[src/rtl/morse_symbol_assembler.sv]
// -----------------------------------------------------------------------------
// morse_symbol_assembler
//
// Sits behind the dot/dash decoder. Collects dot/dash pulses into a packed
// character code, times key-up gaps in Morse units and, on a letter gap,
// publishes the character. A longer gap counted from the last symbol
// produces a word-gap pulse.
//
// Optional feature: define MORSE_ASCII_EN to build the Morse-to-ASCII table
// (A-Z, 0-9, '?' for unmapped/overflowed codes). Without it ascii is 8'h00.
//
// Parameters:
//   TIME_UNIT  prescaler terminal count; one unit = TIME_UNIT+1 clk cycles
//   LETTER_GAP idle units that close a letter
//   WORD_GAP   idle units since the last symbol that close a word
//   MAX_SYM    maximum symbols held per character
//
// Ports:
//   clk        system clock
//   reset_n    asynchronous active-low reset
//   b          raw key level, 1 = key down
//   dot, dash  single-cycle symbol pulses (both together count as a dash)
//   char_valid single-cycle pulse, character outputs updated
//   sym_code   packed symbols, dot=0 dash=1, last symbol in bit 0
//   sym_len    number of valid symbols in sym_code
//   ascii      decoded character
//   char_err   more than MAX_SYM symbols were keyed for this character
//   lg         letter-gap pulse, coincident with char_valid
//   wg         word-gap pulse
// -----------------------------------------------------------------------------
// state     | meaning
// ----------+-----------------------------------------------------------------
// IDLE      | no symbols held, gaps ignored, prescaler parked at zero
// COLLECT   | symbols being appended, waiting for a letter gap
// WAIT_WORD | character emitted, gap still counting toward a word gap
// -----------------------------------------------------------------------------
module morse_symbol_assembler #(
   parameter int unsigned TIME_UNIT  = 4_999_999,
   parameter int unsigned LETTER_GAP = 3,
   parameter int unsigned WORD_GAP   = 7,
   parameter int unsigned MAX_SYM    = 5
) (
   input  logic       clk,
   input  logic       reset_n,
   input  logic       b,
   input  logic       dot,
   input  logic       dash,
   output logic       char_valid,
   output logic [4:0] sym_code,
   output logic [2:0] sym_len,
   output logic [7:0] ascii,
   output logic       char_err,
   output logic       lg,
   output logic       wg
);

   localparam int PW = (TIME_UNIT < 1) ? 1 : $clog2(TIME_UNIT + 1);

   typedef enum logic [1:0] {
      IDLE      = 2'd0,
      COLLECT   = 2'd1,
      WAIT_WORD = 2'd2
   } state_t;

   state_t          state, state_nxt;
   logic [PW-1:0]   pre_cnt;
   logic [3:0]      gap_units;
   logic [3:0]      gap_next;
   logic [4:0]      code_sr;
   logic [2:0]      len_cnt;
   logic            err_flag;
   logic            pulse;
   logic            count_en;
   logic            unit_tick;
   logic            lg_hit;
   logic            wg_hit;
   logic            emit_char;
   logic            emit_wg;

   assign pulse     = dot | dash;
   // Symbol pulses and key-down both restart idle timing, so neither counts.
   assign count_en  = !b && !pulse && (state != IDLE);
   assign unit_tick = count_en && (pre_cnt == PW'(TIME_UNIT));
   assign gap_next  = (gap_units == 4'd15) ? 4'd15 : gap_units + 4'd1;
   // Thresholds are detected on the tick that reaches them so the registered
   // pulses appear one clock after that tick.
   assign lg_hit    = unit_tick && (gap_next == 4'(LETTER_GAP));
   assign wg_hit    = unit_tick && (gap_next == 4'(WORD_GAP));

   // ---------------------------------------------------------------- FSM ---
   always_ff @(posedge clk or negedge reset_n) begin
      if (!reset_n) begin
         state <= IDLE;
      end else begin
         state <= state_nxt;
      end
   end

   always_comb begin
      state_nxt = state;
      case (state)
         IDLE: begin
            if (pulse) state_nxt = COLLECT;
         end
         COLLECT: begin
            if (lg_hit) state_nxt = WAIT_WORD;
         end
         WAIT_WORD: begin
            if (pulse)       state_nxt = COLLECT;
            else if (b)      state_nxt = IDLE;
            else if (wg_hit) state_nxt = IDLE;
         end
         default: state_nxt = IDLE;
      endcase
   end

   always_comb begin
      emit_char = 1'b0;
      emit_wg   = 1'b0;
      case (state)
         COLLECT:   emit_char = lg_hit;
         WAIT_WORD: emit_wg   = wg_hit;
         default: begin
            emit_char = 1'b0;
            emit_wg   = 1'b0;
         end
      endcase
   end

   // ------------------------------------------------------ gap timing ---
   always_ff @(posedge clk or negedge reset_n) begin
      if (!reset_n) begin
         pre_cnt <= '0;
      end else if (pulse || b || (state_nxt == IDLE)) begin
         pre_cnt <= '0;
      end else if (count_en) begin
         pre_cnt <= unit_tick ? '0 : pre_cnt + PW'(1);
      end
   end

   always_ff @(posedge clk or negedge reset_n) begin
      if (!reset_n) begin
         gap_units <= 4'd0;
      end else if (pulse || b) begin
         gap_units <= 4'd0;
      end else if (unit_tick) begin
         gap_units <= gap_next;
      end
   end

   // ------------------------------------------------- symbol capture ---
   // A letter gap cannot coincide with a pulse (the pulse blocks the tick),
   // so clearing on emit never loses a symbol.
   always_ff @(posedge clk or negedge reset_n) begin
      if (!reset_n) begin
         code_sr  <= 5'd0;
         len_cnt  <= 3'd0;
         err_flag <= 1'b0;
      end else if (emit_char) begin
         code_sr  <= 5'd0;
         len_cnt  <= 3'd0;
         err_flag <= 1'b0;
      end else if (pulse) begin
         if (len_cnt == 3'(MAX_SYM)) begin
            err_flag <= 1'b1;
         end else begin
            code_sr <= {code_sr[3:0], dash};
            len_cnt <= len_cnt + 3'd1;
         end
      end
   end

   // ------------------------------------------------ output registers ---
   always_ff @(posedge clk or negedge reset_n) begin
      if (!reset_n) begin
         char_valid <= 1'b0;
         lg         <= 1'b0;
         wg         <= 1'b0;
         sym_code   <= 5'd0;
         sym_len    <= 3'd0;
         char_err   <= 1'b0;
      end else begin
         char_valid <= emit_char;
         lg         <= emit_char;
         wg         <= emit_wg;
         if (emit_char) begin
            sym_code <= code_sr;
            sym_len  <= len_cnt;
            char_err <= err_flag;
         end
      end
   end

`ifdef MORSE_ASCII_EN
   // Code bits above the symbol count are masked so only the keyed symbols
   // take part in the lookup.
   function automatic logic [7:0] morse_to_ascii(input logic [2:0] len,
                                                 input logic [4:0] code,
                                                 input logic       err);
      logic [4:0] mcode;
      logic [7:0] c;
      mcode = code & ~(5'h1F << len);
      c     = 8'h3F;
      if (!err) begin
         case ({len, mcode})
            {3'd1, 5'b00000}: c = 8'h45; // E
            {3'd1, 5'b00001}: c = 8'h54; // T
            {3'd2, 5'b00000}: c = 8'h49; // I
            {3'd2, 5'b00001}: c = 8'h41; // A
            {3'd2, 5'b00010}: c = 8'h4E; // N
            {3'd2, 5'b00011}: c = 8'h4D; // M
            {3'd3, 5'b00000}: c = 8'h53; // S
            {3'd3, 5'b00001}: c = 8'h55; // U
            {3'd3, 5'b00010}: c = 8'h52; // R
            {3'd3, 5'b00011}: c = 8'h57; // W
            {3'd3, 5'b00100}: c = 8'h44; // D
            {3'd3, 5'b00101}: c = 8'h4B; // K
            {3'd3, 5'b00110}: c = 8'h47; // G
            {3'd3, 5'b00111}: c = 8'h4F; // O
            {3'd4, 5'b00000}: c = 8'h48; // H
            {3'd4, 5'b00001}: c = 8'h56; // V
            {3'd4, 5'b00010}: c = 8'h46; // F
            {3'd4, 5'b00100}: c = 8'h4C; // L
            {3'd4, 5'b00110}: c = 8'h50; // P
            {3'd4, 5'b00111}: c = 8'h4A; // J
            {3'd4, 5'b01000}: c = 8'h42; // B
            {3'd4, 5'b01001}: c = 8'h58; // X
            {3'd4, 5'b01010}: c = 8'h43; // C
            {3'd4, 5'b01011}: c = 8'h59; // Y
            {3'd4, 5'b01100}: c = 8'h5A; // Z
            {3'd4, 5'b01101}: c = 8'h51; // Q
            {3'd5, 5'b11111}: c = 8'h30; // 0
            {3'd5, 5'b01111}: c = 8'h31; // 1
            {3'd5, 5'b00111}: c = 8'h32; // 2
            {3'd5, 5'b00011}: c = 8'h33; // 3
            {3'd5, 5'b00001}: c = 8'h34; // 4
            {3'd5, 5'b00000}: c = 8'h35; // 5
            {3'd5, 5'b10000}: c = 8'h36; // 6
            {3'd5, 5'b11000}: c = 8'h37; // 7
            {3'd5, 5'b11100}: c = 8'h38; // 8
            {3'd5, 5'b11110}: c = 8'h39; // 9
            default:          c = 8'h3F;
         endcase
      end
      return c;
   endfunction

   always_ff @(posedge clk or negedge reset_n) begin
      if (!reset_n) begin
         ascii <= 8'h00;
      end else if (emit_char) begin
         ascii <= morse_to_ascii(len_cnt, code_sr, err_flag);
      end
   end
`else
   assign ascii = 8'h00;
`endif

endmodule

[config.mk]
export PLATFORM = sky130hd
export DESIGN_NAME = morse_symbol_assembler
export DESIGN_NICKNAME = d
export VERILOG_FILES = /design/src/rtl/morse_symbol_assembler.sv
export SDC_FILE = /design/constraint.sdc
export NUM_CORES = 1
export LEC_CHECK = 0
export CORE_ASPECT_RATIO = 1.5
export CORE_MARGIN = 5
export CORE_UTILIZATION = 25
export DETAILED_ROUTE_END_ITERATION = 8
export GPL_ROUTABILITY_DRIVEN = 0
export GPL_TIMING_DRIVEN = 0
export HOLD_SLACK_MARGIN = 0.05
export PLACE_DENSITY = 0.47
export SLEW_MARGIN = 20
export SYNTH_ARGS = -nofsm -noshare
export SYNTH_HDL_FRONTEND = slang
export SYNTH_SLANG_ARGS = --single-unit
[constraint.sdc]
create_clock -name clk -period 2.5 [get_ports clk]
set_clock_uncertainty 0.2 [all_clocks]
set_input_delay 0.5 -clock clk [delete_from_list [all_inputs] [get_ports clk]]
set_output_delay 0.5 -clock clk [all_outputs]
set_load 0.03 [all_outputs]
### After elaboration in Yosys (flattened, before gate mapping)

Cells that the tools add are included.

| word-level totals | value |
|---|---|
| logic and storage cells | 64 |
| output and inout bits | 20 |
| input port bits | 5 |
| register bits after elaboration | 49 |

| cells by class | value |
|---|---|
| add/sub/neg operators | 3 |
| equal/unequal tests | 8 |
| multiplexer cells | 23 |
| reductions and logical operators | 18 |
| bitwise gates (word level) | 1 |

Operator list:

| cell | number |
|---|---|
| $mux 23 | 3 |
| $add 23x1->23 const B | 1 |
| $eq 23x23->1 const B | 1 |
| $mux 5 | 3 |
| $mux 4 | 3 |
| $mux 2 | 5 |
| $reduce_bool 2->1 | 5 |
| $mux 3 | 3 |
| $pmux 2 s3 | 1 |
| $logic_and 1x1->1 | 5 |
| $mux 1 | 5 |
| $add 4x1->4 const B | 1 |
| $eq 4x2->1 const B | 1 |
| $eq 4x3->1 const B | 1 |
| $eq 4x4->1 const B | 1 |
| $logic_not 2->1 | 2 |
| $reduce_and 2->1 | 2 |
| $add 3x1->3 const B | 1 |
| $eq 3x3->1 const B | 1 |
| $eq 2x1->1 const B | 1 |
| $eq 2x2->1 const B | 1 |
| $logic_not 1->1 | 2 |
| $logic_or 1x1->1 | 2 |
| $ne 2x2->1 const B | 1 |
| $or 1x1->1 | 1 |

### Depth between registers and ports, before layout

Gate-level depths: netlist (run 1).

| depth | value |
|---|---|
| depth in word-level cells | 13 |
| depth in mapped cells | 7 |
| gate-level depth less buffers | 6 |

### Worst setup path before layout (run 1)

OpenSTA, ideal clock, no wires.

| timing path | value |
|---|---|
| path type | register to register |
| from | reg gap_units[0] |
| to | reg char_err |
| buffers on the path | 1 |
| data required time | 2.175 ns |
| clock period less this slack | 2.332 ns |
| arrival time | 2.007 ns |
| library setup time | 0.125 ns |
| cell stages (with the launch flop) | 7 |
| path slack | 0.168 ns |
| cell sequence | dfrtp_1 ha_1 nor3b_1 nand3_1 nor4_1 buf_2 mux2_2 |

| between the ends | value |
|---|---|
| cells in the longest elaborated chain, start to end | 5 |
| elaborated cells between the ends (all ways) | 6 |
| classes of those cells | add/sub: 1; eq/ne: 2; mux: 2; reduce/logical: 1 |

RTL lines:

| what | line | source |
|---|---|---|
| start, declared | 67 | `logic [3:0] gap_units;` |
| start signal, assigned | 147 | `gap_units <= gap_next;` |
| $add 4x1->4 or $eq 4x4->1 (tied branches) | 84 | `assign gap_next = (gap_units == 4'd15) ? 4'd15 : gap_units + 4'd1;` |
| $mux 4 * | 84 |  |
| $eq 4x2->1 * | 87 | `assign lg_hit = unit_tick && (gap_next == 4'(LETTER_GAP));` |
| $logic_and 1x1->1 * | 87 |  |
| $mux 1 * | 120 | `case (state)` |
| end signal, assigned | 189 | `char_err <= err_flag;` |
| end, declared | 52 | `output logic char_err,` |

Every way passes the cells marked *; elsewhere a longest branch is shown, timed or not.
A chain may end at the register's enable or synchronous reset.

### Worst setup path after layout (run 1)

| timing path | value |
|---|---|
| from | in dot |
| to | reg gap_units[2] |

| between the ends | value |
|---|---|
| cells in the longest elaborated chain, start to end | 6 |
| elaborated cells between the ends (all ways) | 8 |
| classes of those cells | mux: 1; bitwise: 1; reduce/logical: 6 |

RTL lines:

| what | line | source |
|---|---|---|
| start, declared | 46 | `input logic dot,` |
| $or 1x1->1 * | 80 | `assign pulse = dot \| dash;` |
| $logic_not 1->1 | 82 | `assign count_en = !b && !pulse && (state != IDLE);` |
| $logic_and 1x1->1 (2 in series) | 82 |  |
| $logic_and 1x1->1 | 83 | `assign unit_tick = count_en && (pre_cnt == PW'(TIME_UNIT));` |
| $reduce_bool 2->1 (no source line) | - |  |

Marks and branches as above.

==> results.md, run 1 <==
- Slew HR: 41.9%
- Yosys warns: 0
- GR Util met2: 19.3%
- DRC violations left: 0
- Synth area leaders: dfrtp_1 (48%), mux2_2 (4.0%), buf_4 (2.9%), nand4_1 (2.9%), nor2_1 (2.9%)
- Largest net degree at the start of global routing: 50
- Pre-CTS setup slack: -0.917 ns
- Clock buffer count from CTS: 5
- Post-synthesis compound-gate area fraction: 9.22%
- Synth Instances: 257
- Async S/R FF share, synth: 100%
- Post-synth EDFFs: 0
- Synth Area per Inst: 9.98 µm²
- Worst-skew pair later-pin latency: 0.29 ns
- Initial core utilization: 25.5%
- Mapped cell area: 2560 µm²
- Clock slew at reported path FFs: 0.07 ns
- Max Slew Vio Count: 0
- Max FO, Critical Path: 6
- FF+latch count, synth: 49
- Vias: 2002
- Area grow syn2layout: 24.5%
- Util after Layout: 31.7%
- Iteration count of the initial detailed-routing pass: 4
- Vias per inst: 4.87
- CP Buf/Inv Count: 3
- # H-tree levels: 2
- Root buffer cell: clkbuf_16
- Clk sink count: 49
- Fraction of layout cells with a size suffix above 1: 19.0%
- Hold_buf cts: 0
- Worst path required time: 2.48 ns
- Number of max-cap violations: 0
- CTS tree: built
- All-Layer GR Usage: 10.3%
- Most frequent cells after synthesis: dfrtp_1 (49), nor2_1 (20), nand2_1 (16), a21oi_1 (12), nand4_1 (12)
- Port bufs: 16
- HP Class: in2async
- Status: completed
- Final wirelength: 6.07 mm
- Largest family of logic cells by synthesized area: simple AND/OR/NAND/NOR gates
- Mux contribution to synthesized area: 6.29%
- Clk buf depth: 2
- First-pass GRT wire length: 10.2 mm
- Crit end category: register
- Total power: 0.00187 W
- Fin nets: 302
- Fin crit period: 2.44 ns
- Peak VDD IR: 450 µV
- Fill cell count: 1017
- Most area-hungry cell type in the Yosys netlist: dfrtp_1
- Worst-path cell with the longest stage delay: or3_4
- Final hold violation count: 0
- Mean routed wirelength per cell: 14.8 µm
- Final HPWL DP: 4.28 mm
- Arrival time at the worst endpoint: 2.42 ns
- Fin crit share: 97.7%
- Congestion Overflow GR: 0
- Row cnt: 45
- Ports: 25
- WS Path Type: in2reg
- Setup TNS: 0 ns
- GR Util met1: 11.3%
- Final Setup Violations: 0
- Die Wd: 92.7 µm
- Core area: 10100 µm²
- Die ar.: 12400 µm²
- Diode count: 0
- Worst setup margin: 0.0582 ns
- Least-Margin Pin Slew: 0.872 ns
- Cell variety after synth: 45
- LEAKAGE: 1.29 nW
- Fmax: 0.410 GHz
- Most common cell in the synthesized netlist: dfrtp_1
- Seq/Total Area, Yosys: 47.8%
- Chip height: 134 µm
- Simple-gate share of the synthesized area: 23.5%
- Post-Synth XOR/XNOR Area: 5.12%
- Worst Hold Margin: 0.0375 ns
- Busiest grt layer: met2
- Max incr delay on CP: 0.42 ns
- Cell Chain, Critical Path: dlygate4sd2_1 > or3_4 > or4_1 > buf_4 > or2_0 > buf_2 > o221a_1
- DRT antenna net count: 0
- Met3 GRT Util: 1.80%
- 1st-iter DRT viols: 92
- Adder-cell area share of the yosys netlist: 1.95%
- Primary FF master, synth: dfrtp_1
- Vias in the first global route: 2067
- Power per cell area: 584 nW/µm²
- Crit path max-delay family: simple AND/OR/NAND/NOR gates
- Crit start category: input pin
- Initial antenna violation count: 0
- Top-area cell type share of the netlist area: 47.8%
==> per-layer routing <==
metal | vias up | wire length (µm)
met5 | - | 0
met4 | 0 | 124
met3 | 5 | 202
met2 | 37 | 3340
met1 | 974 | 2400
li1 | 986 | -
==> flip-flops by register name, indices dropped and copies added (netlist names) <==
name,flops
char_err,1
code_sr,5
err_flag,1
gap_units,4
len_cnt,3
lg,1
pre_cnt,23
state,2
sym_code,5
sym_len,3
wg,1
==> cells by family after synthesis <==
family                     after synthesis
and+or+nand+nor                        108
DFF                                     49
AOI/OAI and AO/OA                       35
buffers and inverters                   30
xor gates and xnor gates                15
muxes                                   15
adders and majority gates                4
other                                    1
==> where the power goes <==
group / total [W] / switching, W / internal, W
combinational: 0.000238 / 0.000135 / 0.000102
clock: 0.000710 / 0.000307 / 0.000404
sequential: 0.000919 / 0.0000600 / 0.000859
total: 0.00187 / 0.000502 / 0.00136
==> layout by cell type, fill, tap and decap left out, types with 3 or more instances in the layout <==
master	n
clkdlybuf4s50_1	12
and4_1	3
xnor2_1	8
or3_1	6
nor2_1	20
buf_4	18
dlygate4sd2_1	3
mux2_2	9
nand3_1	8
mux2i_1	6
xor2_1	7
conb_1	8
o31ai_1	6
nor4_1	5
nand2_1	16
dfrtp_1	48
a21oi_1	12
clkbuf_1	6
clkbuf_16	5
nor3_1	10
inv_1	9
nand4_1	12
or4_1	6
o21ai_0	4
==> stage by stage <==
stage          cells  cell area, µm²
6_report         411            3190
3_5_place_dp     397            2900
3_3_place_gp     397            2900
2_1_floorplan    264            2590
4_1_cts          406            3140
5_1_grt          411            3190
==> path summary, 6_finish.rpt <==
path,startpoint,endpoint,slack (ns),depth (start not counted)
worst max-delay path,dot,gap_units[2],0.06,7
worst min-delay path,reset_n,pre_cnt[7],0.04,1
worst max register to register,gap_units[0],sym_len[0],0.09,6
worst min register to register,pre_cnt[0],pre_cnt[0],0.30,1
max in group asynchronous,reset_n,gap_units[0],1.59,1
min in group clk,pre_cnt[0],pre_cnt[0],0.30,1
==> cell type report <==
type,count,area (µm²),area share [%]
Multi-Input combinational cell,185,1290,40.5
Sequential cell,49,1230,38.4
Timing Repair Buffer,23,206,6.46
Tap cell,117,146,4.58
Clock buffer,6,139,4.35
Buffer,20,130,4.07
Inverter,9,33.8,1.06
Clock inverter,2,17.5,0.548
==> worst reg2reg max path, delay by kind of cell (launching register included) <==
| kind | cells | cell delay (ns) |
|---|---|---|
| adders and majority gates | 1 | 0.33 |
| muxes | 1 | 0.33 |
| buffers and inverters | 1 | 0.22 |
| and+or+nand+nor | 3 | 0.78 |
| DFF | 1 | 0.44 |
==> timing repair <==
item | in CTS | in global routing
cloned | 1 | 0
pin swaps | 0 | 3
endpoints found under the setup margin | 47 | 26
endpoints found under the hold margin | 0 | 0
gates resized for setup | 21 | 5
setup buffers | 1 | 5
Power figures use the tool's default switching activity.
==> run 2: changes to the inputs <==
GPL_ROUTABILITY_DRIVEN = default   (was 0)
SLEW_MARGIN = default   (was 20)
==> results.md, run 2 (synthesis results as in run 1) <==
- Iteration count of the initial detailed-routing pass: 4
- Power per cell area: 584 nW/µm²
- # H-tree levels: 2
- Mean routed wirelength per cell: 14.4 µm
- Number of max-cap violations: 0
- Post-DP Area: 2910 µm²
- Placer Congestion: 0.810
- Vias: 1966
- Crit end category: register
- Worst setup margin: 0.0899 ns
- Util after Layout: 31.7%
- Fin crit period: 2.41 ns
- Fill cell count: 1034
- Vias in the first global route: 2089
- Diode count: 0
- Most frequent cells in the layout: dfrtp_1 (48), nor2_1 (20), nand2_1 (16), buf_4 (16)
- Peak VDD IR: 356 µV
- Congestion Overflow GR: 0
- WS Path Type: reg2reg
- Root buffer cell: clkbuf_16
- Fmax: 0.415 GHz
- Final HPWL DP: 4.40 mm
- Status: completed
- Largest Register: pre_cnt
- Final hold violation count: 0
- All-Layer GR Usage: 10.3%
- Pre-CTS setup slack: -0.883 ns
- Seq. cell area: 1230 µm²
- Worst Reg2Reg Path Length in Cells: 6
- Arrival time at the worst endpoint: 2.39 ns
- Clock slew at reported path FFs: 0.07 ns
- DRT antenna net count: 0
- Fin nets: 302
- Initial core utilization: 25.5%
- Post-route cell area: 3190 µm²
- HP Class: reg2reg
- Port bufs: 16
- Final wirelength: 5.94 mm
- Vias per inst: 4.78
- LEAKAGE: 1.29 nW
- Worst path required time: 2.48 ns
- Clk sink count: 49
- Least-Margin Pin Slew: 0.854 ns
- Worst-skew pair later-pin latency: 0.29 ns
- Slew HR: 43.1%
- Dpl cells: 398
- Clock buffer count from CTS: 5
- CTS tree: built
- Fraction of layout cells with a size suffix above 1: 19.4%
- Die ar.: 12400 µm²
- Crit path to: sym_code[2]
- Max FO, Critical Path: 6
- Area grow syn2layout: 24.5%
- Top flop regs: pre_cnt x23, code_sr x5, sym_code x5
- Max Slew Vio Count: 0
- 1st-iter DRT viols: 59
- Ports: 25
- Crit path from: gap_units[0]
- Crit start category: register
- Largest net degree at the start of global routing: 34
- Commonest non-fill, non-tap cell in the layout: dfrtp_1
- R2R Path End: sym_code[2]
- Worst Hold Margin: 0.296 ns
- Multi-input gate area: 1300 µm²
- R2r startpoint: gap_units[0]
- First-pass GRT wire length: 10.2 mm
- Initial antenna violation count: 0
- Die Wd: 92.7 µm
- Core area: 10100 µm²
- Clk buf depth: 2
- Fin crit share: 96.4%
- Layout Cells excl Fill: 411
- DRC violations left: 0
- Chip height: 134 µm
- Final Setup Violations: 0
- R2R Setup Slk: 0.09 ns
- Row cnt: 45
- Largest register FFs: 23
## run 2: cell count changes in the layout (fill, tap and decap cells not counted)
cell,before,now
clkbuf_4,0,1
dlygate4sd3_1,0,1
buf_12,0,1
buf_6,2,0
ha_2,2,1
clkbuf_2,1,3
buf_4,18,16
ha_1,2,3
dlygate4sd2_1,3,1
nand3_1,8,7
buf_2,1,2
nand3_2,1,2
## run 2: timing repair
item / CTS / global route
resized for setup: 15 / 14
endpoints found under the setup margin: 44 / 31
hold endpoints to repair: 16 / 0
hold buffers: 1 / 0
pin swaps: 2 / 3
cloned: 1 / 0
setup buffers: 1 / 3
## run 2: power breakdown
| group | total, W | internal, W | switching, W |
|---|---|---|---|
| sequential | 0.000919 | 0.000859 | 0.0000599 |
| combinational | 0.000241 | 0.000106 | 0.000136 |
| clock | 0.000704 | 0.000404 | 0.000300 |
| total | 0.00186 | 0.00137 | 0.000496 |
## run 2: cell type report
type / instances / area share [%]
multi-input combinational: 185 / 40.6
tap: 117 / 4.58
clock inverter: 2 / 0.548
clock buffer: 6 / 4.35
timing repair buffer: 23 / 6.62
inverter: 9 / 1.06
buffer: 20 / 3.84
sequential: 49 / 38.4
## run 2: worst min path at each step
stage | startpoint | to | cells past startpoint
CTS | pre_cnt[0] | pre_cnt[0] | 1
detailed placement | reset_n | pre_cnt[13] | 1
floorplan | reset_n | char_err | 0
global route | pre_cnt[0] | pre_cnt[0] | 1
finish | pre_cnt[0] | pre_cnt[0] | 1
global placement | pre_cnt[0] | pre_cnt[0] | 1
## run 2: metrics by stage
stage	TNS (ns)	power, W
floorplan	0	0.00110
global placement	-74.02	0.00117
detailed placement	-30.85	0.00118
CTS	0	0.00190
global route	-0.0288	0.00198
finish	0	0.00186
## run 2: layer usage
layer	routed length, µm	global-route usage, %
met1	2380	11.4
met2	3240	19.0
met3	164	1.68
met4	152	4.81
met5	0	0
## run 2: critical path, cell delays in order, from the launching register on
cell     delay [ns]
dfrtp_2        0.46
ha_1           0.31
nor3b_4        0.24
nand3_2        0.14
nor4_4         0.39
buf_4          0.22
mux2_2         0.34
==> run 3: changes to the inputs <==
PLACE_DENSITY = default   (was 0.47)
PLACE_DENSITY_LB_ADDON = 0.05   (was default)
SETUP_SLACK_MARGIN = 0.2   (was default)
==> results.md, run 3 (synthesis results as in run 1) <==
- Status: completed
- Final HPWL DP: 4.88 mm
- Clock buffer count from CTS: 5
- # H-tree levels: 2
- HP Class: reg2reg
- 1st-iter DRT viols: 58
- Mean routed wirelength per cell: 16.7 µm
- WS Path Type: reg2reg
- Worst path required time: 2.48 ns
- Number of max-cap violations: 0
- Max FO, Critical Path: 5
- Fmax: 0.431 GHz
- Congestion Overflow GR: 0
- Arrival time at the worst endpoint: 2.30 ns
- Largest register FFs: 23
- DRT antenna net count: 0
- Largest net degree at the start of global routing: 35
- Setup TNS: 0 ns
- Die Wd: 92.7 µm
- Clock slew at reported path FFs: 0.07 ns
- First-pass GRT wire length: 11.7 mm
- Placer Congestion: 0.752
- Vias: 2056
- Root buffer cell: clkbuf_16
- Least-Margin Pin Slew: 0.908 ns
- Final hold violation count: 0
- Vias in the first global route: 2206
- Max Slew Vio Count: 0
- R2R Path End: sym_code[0]
- RSZ-0062 raised after global routing: yes
- Chip height: 134 µm
- Slew HR: 39.5%
- All-Layer GR Usage: 12.2%
- Fraction of layout cells with a size suffix above 1: 24.8%
- Clk buf depth: 2
- Port bufs: 16
- Iteration count of the initial detailed-routing pass: 4
- Core area: 10100 µm²
- Diode count: 0
- Area grow syn2layout: 31.5%
- Row cnt: 45
- Most frequent cells in the layout: dfrtp_1 (46), buf_4 (24), nor2_1 (20)
- Fin nets: 311
- Die ar.: 12400 µm²
- Worst-skew pair later-pin latency: 0.29 ns
- Crit path to: sym_code[0]
- DRC violations left: 0
- Fill cell count: 1038
- Crit path from: pre_cnt[1]
- Final wirelength: 7.01 mm
- Top flop regs: pre_cnt x23, code_sr x5, sym_code x5
- Total power: 0.00196 W
- Fin crit share: 92.8%
- Fin crit period: 2.32 ns
- Peak VDD IR: 352 µV
- CTS tree: built
- Initial antenna violation count: 0
- Commonest non-fill, non-tap cell in the layout: dfrtp_1
- Final Setup Violations: 0
- Initial core utilization: 25.5%
- Crit start category: register
- Power per cell area: 581 nW/µm²
- R2R Setup Slk: 0.18 ns
- Vias per inst: 4.90
- Ports: 25
- Clk sink count: 49
- Largest Register: pre_cnt
- R2r startpoint: pre_cnt[1]
- Crit end category: register
- Worst Reg2Reg Path Length in Cells: 6
- LEAKAGE: 1.39 nW
## run 3: per-layer routing
| layer | GRT usage, % | part of all wire (%) | wire, µm | up-vias |
|---|---|---|---|---|
| li1 | - | - | - | 999 |
| met1 | 13.6 | 40 | 2820 | 1019 |
| met2 | 22.8 | 56 | 3900 | 29 |
| met3 | 2.24 | 2.2 | 151 | 9 |
| met4 | 4.16 | 1.9 | 136 | 0 |
| met5 | 0 | 0 | 0 | - |
## run 3: critical path, cell delays in order (launching register included)
cell,delay [ns]
dfrtp_1,0.41
ha_4,0.18
nand2_4,0.07
or3_4,0.42
nor4_4,0.40
buf_6,0.19
mux2_2,0.33
## run 3: per-stage QoR
stage	instances	utilization [%]	instance area (µm²)	hold slack (ns)	setup WS, ns
global placement	397	28.9	2910	0.293	-1.01
floorplan	264	-	2600	0.00441	0.203
finish	420	33.5	3370	0.312	0.180
CTS	414	32.5	3280	0.317	0.202
global route	420	33.5	3370	0.340	0.0854
detailed placement	398	29.0	2930	0.272	-1.07
## run 3: how the worst min path moves through the flow
stage / startpoint / end / depth (start not counted)
floorplan: reset_n / char_err / 0
global placement: pre_cnt[0] / pre_cnt[0] / 1
detailed placement: reset_n / lg / 1
CTS: sym_len[2] / sym_len[2] / 1
global route: sym_len[2] / sym_len[2] / 1
finish: sym_len[2] / sym_len[2] / 1
## run 3: final cells by class
type,instances,area (µm²),area share [%]
well taps,117,146,4.34
inverters,9,33.8,1.00
flip-flops and latches,49,1230,36.5
multi-input cells,185,1370,40.5
clock buffers,6,129,3.82
repair buffers,31,289,8.57
plain buffers,21,141,4.19
clock inverters,2,38.8,1.15
## run 3: where the power goes
part           total, W  switching [W]  internal, W
clock          0.000785       0.000310     0.000475
combinational  0.000252       0.000140     0.000111
sequential     0.000922      0.0000629     0.000859
## run 3: what timing repair did
action / CTS / global route
gates resized for setup: 43 / 18
pin swaps: 5 / 7
endpoints found under the setup margin: 49 / 34
hold endpoints to repair: 15 / 0
gates cloned: 1 / 0
buffers inserted: 6 / 6
hold buffers: 1 / 0
